### src/rtl/hlink_pkg.sv
// Shared definitions for the horizontal core-to-core link (transmitter and receiver).
package hlink_pkg;

  // Link/buffer word width is one full MAC row of input activations.
  localparam int MAC_MULT_NUM             = 4;
  localparam int IDATA_WIDTH              = 8;
  localparam int DEFAULT_CACHE_DATA_WIDTH = MAC_MULT_NUM * IDATA_WIDTH;

  // Transmitter sequencing: wait for a command, issue buffer reads, let the last read land.
  typedef enum logic [1:0] {
    IDLE  = 2'd0,
    ISSUE = 2'd1,
    DRAIN = 2'd2
  } hlink_tx_state_e;

endpackage

### src/rtl/hlink_tx.sv
// Horizontal link transmitter: streams a contiguous run of activation-buffer words onto
// the outbound link. The receiver has no backpressure, so all pacing happens here.
// Optional feature macro: HLINK_TX_PAUSE_EN adds the tx_pause port that stalls read issue.
module hlink_tx
  import hlink_pkg::*;
#(
  parameter int CACHE_DATA_WIDTH = DEFAULT_CACHE_DATA_WIDTH,
  parameter int ADDR_WIDTH       = 8,
  parameter int LEN_WIDTH        = 8
) (
  input  logic                        clk,
  input  logic                        rst,
  input  logic                        tx_start,
  input  logic [ADDR_WIDTH-1:0]       tx_base_addr,
  input  logic [LEN_WIDTH-1:0]        tx_len,
`ifdef HLINK_TX_PAUSE_EN
  input  logic                        tx_pause,
`endif
  output logic                        tx_busy,
  output logic                        tx_done,
  output logic                        buf_ren,
  output logic [ADDR_WIDTH-1:0]       buf_raddr,
  input  logic [CACHE_DATA_WIDTH-1:0] buf_rdata,
  output logic [CACHE_DATA_WIDTH-1:0] hlink_wdata,
  output logic                        hlink_wen
);

  hlink_tx_state_e             state_q, state_d;
  logic [ADDR_WIDTH-1:0]       addr_q, addr_d;
  logic [LEN_WIDTH-1:0]        rem_q, rem_d;
  logic                        busy_q, busy_d;
  logic                        done_q, done_d;
  logic                        vld_q;
  logic                        wen_q;
  logic [CACHE_DATA_WIDTH-1:0] wdata_q;
  logic                        stall;
  logic                        issue;

`ifdef HLINK_TX_PAUSE_EN
  assign stall = tx_pause;
`else
  assign stall = 1'b0;
`endif

  // A read goes out on every ISSUE cycle that is not stalled.
  assign issue = (state_q == ISSUE) && !stall;

  // Next-state logic: burst capture, address/length stepping and completion.
  always_comb begin
    // NOTE: every variable gets a default before the case so no path leaves it unassigned (no latch).
    state_d = state_q;
    addr_d  = addr_q;
    rem_d   = rem_q;
    done_d  = 1'b0;
    unique case (state_q)
      IDLE: begin
        if (tx_start) begin
          if (tx_len != '0) begin
            state_d = ISSUE;
            addr_d  = tx_base_addr;
            rem_d   = tx_len;
          end else begin
            done_d = 1'b1;  // empty burst completes immediately, never busy
          end
        end
      end
      ISSUE: begin
        if (!stall) begin
          rem_d = rem_q - LEN_WIDTH'(1);
          if (rem_q == LEN_WIDTH'(1)) begin
            state_d = DRAIN;  // keep the last issued address on buf_raddr
          end else begin
            addr_d = addr_q + ADDR_WIDTH'(1);  // wraps modulo 2^ADDR_WIDTH
          end
        end
      end
      DRAIN: begin
        state_d = IDLE;
        done_d  = 1'b1;  // last word reaches the link on the same edge
      end
      default: state_d = IDLE;
    endcase
    // Busy covers the whole burst, including the cycle tx_done is high.
    busy_d = (state_d != IDLE) || (state_q == DRAIN);
  end

  // Control registers: FSM, address and remaining counters, status flags.
  always_ff @(posedge clk) begin
    // NOTE: sequential state uses non-blocking assignments so every register samples pre-edge values.
    if (rst) begin
      state_q <= IDLE;
      addr_q  <= '0;
      rem_q   <= '0;
      busy_q  <= 1'b0;
      done_q  <= 1'b0;
    end else begin
      state_q <= state_d;
      addr_q  <= addr_d;
      rem_q   <= rem_d;
      busy_q  <= busy_d;
      done_q  <= done_d;
    end
  end

  // Link output register: read data lands one cycle after issue and is forwarded once.
  always_ff @(posedge clk) begin
    if (rst) begin
      vld_q   <= 1'b0;
      wen_q   <= 1'b0;
      wdata_q <= '0;
    end else begin
      vld_q <= issue;
      wen_q <= vld_q;
      if (vld_q) begin
        wdata_q <= buf_rdata;
      end
    end
  end

  assign tx_busy     = busy_q;
  assign tx_done     = done_q;
  assign buf_ren     = issue;
  assign buf_raddr   = addr_q;
  assign hlink_wdata = wdata_q;
  assign hlink_wen   = wen_q;

endmodule

### config.mk
export PLATFORM = sky130hd
export DESIGN_NAME = hlink_tx
export DESIGN_NICKNAME = d
export VERILOG_FILES = /design/src/rtl/hlink_pkg.sv /design/src/rtl/hlink_tx.sv
export SDC_FILE = /design/constraint.sdc
export NUM_CORES = 1
export LEC_CHECK = 0
export ABC_AREA = 1
export CAP_MARGIN = 20
export CORE_ASPECT_RATIO = 0.75
export CORE_UTILIZATION = 47
export CTS_CLUSTER_DIAMETER = 50
export DETAILED_ROUTE_END_ITERATION = 10
export PLACE_DENSITY = 0.86
export SLEW_MARGIN = 20
export SYNTH_ARGS = -nofsm -noshare
export SYNTH_HDL_FRONTEND = slang
export SYNTH_SLANG_ARGS = --single-unit
### constraint.sdc
create_clock -name clk -period 2.9 [get_ports clk]
set_clock_uncertainty 0.1 [all_clocks]
set_input_delay 0.58 -clock clk [delete_from_list [all_inputs] [get_ports clk]]
set_output_delay 0.58 -clock clk [all_outputs]
set_load 0.01 [all_outputs]
==> results.cfg <==
[timing]
report.final.slew_viol_count = 0
fin_crit_sh_pct = 80.6
max_freq_ghz = 0.428
relSlewSlack_pct = 35.2
hold_viol = 0
setup_tns_ns = 0
setup_viol = 0
rsz0062_at_grt = false
worst_pin_slew_ns = 0.971
fin_ws_ns = 0.563
period_minus_slack_ns = 2.34
whs_ns = 0.391

[run_status]
status = finished with violations
violations = DRC

[drt]
postRouteAntennaNets = 0
first_iter_violations = 215
wl_um = 6380
first_pass_iters = 8
via_per_inst = 4.98
wl_per_cell_um = 12.8
vias = 2486
post-route-drc-count = 11

[pwr]
power_frac_comb_pct = 24.0
p_clk_share_pct = 29.1
power.switching_uw = 535
swShare_pct = 29.4
p_per_area_nw_per_um2 = 521
vdd_drop_max_v = 0.000351
internal_power_mw = 1.29
p_seq_share_pct = 46.8
p_leak_nw = 1.51

[floorplan]
die_y_um = 63.9
ios = 95
die-area_sq_um = 5390
num_rows = 22
core_region_area_sq_um = 4900
floorplan.initialDensity_pct = 48.9
die_x_um = 84.5

[synthesis]
synth_nets = 401
synth_area_sq_um = 2400
ys_types = 27
synth_cells = 347
synth-seq-area-share_pct = 45.1
ys_warn_count = 0
postSynthAreaPerCell_sq_um = 6.91
ys_seq_elements = 54
post-synth-top-area-fraction_pct = 45.1
synth-main-ff-cell = dfxtp_1
synth.area.top_cells = dfxtp_1 (45%), nor2_1 (16%), o21ai_0 (9.0%)
synth_edf_count = 0
yosys.area.top_type = dfxtp_1
async_flop_share_pct = 0

[worst_hold_path]
worstHoldPathType = register to register

[global_route]
busiest_layer = met2
met3_usage_pct = 9.56
grt_overflow = 0
grt_pass1_vias = 2300
grt_pass1_wl_um = 10300
use_met1_pct = 29.4
grt_usage_pct = 23.8
antenna_found_initial = 0
grt_max_degree = 34
grt_use_met2_pct = 38.8

[setup_path]
end_kind = primary output
cp_data_required_time_ns = 2.22
r2r_setup_slack_ns = 1.07
start_kind = register
arrival_ns = 1.66
path_max_fanout = 18
crit_type = register to primary output

[clock_tree]
ctsHoldBuffers = 0
cts_buffer_depth = 2
postCtsSetupRepairBufs = 0
clk_pin_slew_worst_paths_ns = 0.10
cts_tree = built
h-tree-depth = 2
post_cts_resized = 0
cts_buffers = 5
clk_latency_ns = 0.31
clock-sinks = 54
clockRootBuffer = clkbuf_8

[placed_design]
routabilityCongestion = 0.906
hpwlAfterDp_um = 4470
pre_cts_ws_ns = 0.677
io_buffers = 94
placed_cells = 491

[layout]
layout.cells.non_filler = 499
antenna_cells = 0
post-route-util_pct = 71.4
layout.nets = 492
layout-drive-gt1-share_pct = 5.24
area.growth.synth_to_final_pct = 45.9

[run]
cap_violations = 0
==> logic make-up (layout without fill, tap and decap cells) <==
logic type      count (synthesis)  in the layout  synth area share (%)
flops                          54             54                  45.1
buf+inv                        34            126                  5.74
compound gates                 64             64                  14.7
simple gates                  192            192                  32.9
fa+ha+maj                       3              3                  1.57
==> sequential cells by signal, indices dropped and copies added (netlist names) <==
signal and flops:
buf_raddr 8, hlink_wdata 32, hlink_wen 1, rem_q 8
state_q 2, tx_busy 1, tx_done 1, vld_q 1
==> stage by stage <==
stage | instance area (sq um) | total power [mW]
2_1_floorplan | 2400 | 1.09
3_3_place_gp | 3380 | 1.29
3_5_place_dp | 3380 | 1.30
4_1_cts | 3500 | 1.83
5_1_grt | 3500 | 1.92
6_report | 3500 | 1.82
==> routing by layer <==
layer | wire length [um] | share of wire (%)
met1 | 2850 | 45
met3 | 722 | 11
met2 | 2740 | 43
met5 | 0 | 0
met4 | 65 | 1.0
==> placed cells by master (no fill, tap or decap) <==
cell             instances
a21boi_4                 1
a21oi_1                  8
a31oi_1                  1
buf_4                    4
bufinv_16                1
clkbuf_8                 5
clkdlybuf4s50_1         94
dfxtp_1                 54
ha_1                     3
inv_1                   17
inv_2                    3
inv_6                    2
nand2_1                 57
nand2_2                  2
nand2_4                  1
nand3_1                 20
nand4_1                  3
nor2_1                 104
nor2_2                   1
nor2_8                   1
nor3_1                   2
o21a_1                   1
o21ai_0                 43
o21ai_1                  5
o21ai_2                  1
o21bai_1                 3
o31ai_1                  1
or2_2                    1
==> power groups by stage <==
stage	sequential (mW)	combinational, mW	clock, mW
CTS	0.852	0.437	0.537
global route	0.862	0.485	0.572
finish	0.853	0.438	0.531
global placement	0.867	0.425	0
detailed placement	0.868	0.434	0
floorplan	0.883	0.203	0
==> synthesized netlist by cell type (2+ instances only) <==
cell / instances
nor3_1: 2
nand4_1: 3
inv_1: 17
clkbuf_1: 8
buf_2: 2
ha_1: 3
o21bai_1: 3
a21oi_1: 8
o21ai_0: 43
nor2_1: 104
nand3_1: 20
inv_2: 3
dfxtp_1: 54
buf_1: 3
nand2_2: 2
nand2_1: 57
o21ai_1: 5
==> critical path, stage by stage, from the launching register on <==
cell	delay, ns
dfxtp_1	0.40
inv_2	0.11
nor2_8	0.24
clkdlybuf4s50_1	0.59
==> cell type report <==
type | instances | area [sq um]
Sequential cell | 54 | 1080
Inverter | 20 | 75.1
Clock inverter | 3 | 47.5
Multi-Input combinational cell | 259 | 1180
Timing Repair Buffer | 98 | 971
Fill cell | 425 | 1400
Clock buffer | 5 | 68.8
Tap cell | 60 | 75.1
==> path summary, 6_finish.rpt <==
path | from | endpoint | cells after the start
setup / recovery | state_q[0] | buf_ren | 3
hold / removal | rem_q[7] | rem_q[7] | 2
setup reg to reg | state_q[0] | rem_q[6] | 7
hold reg to reg | rem_q[7] | rem_q[7] | 2
Note: power is estimated with default switching activity, not from simulation.
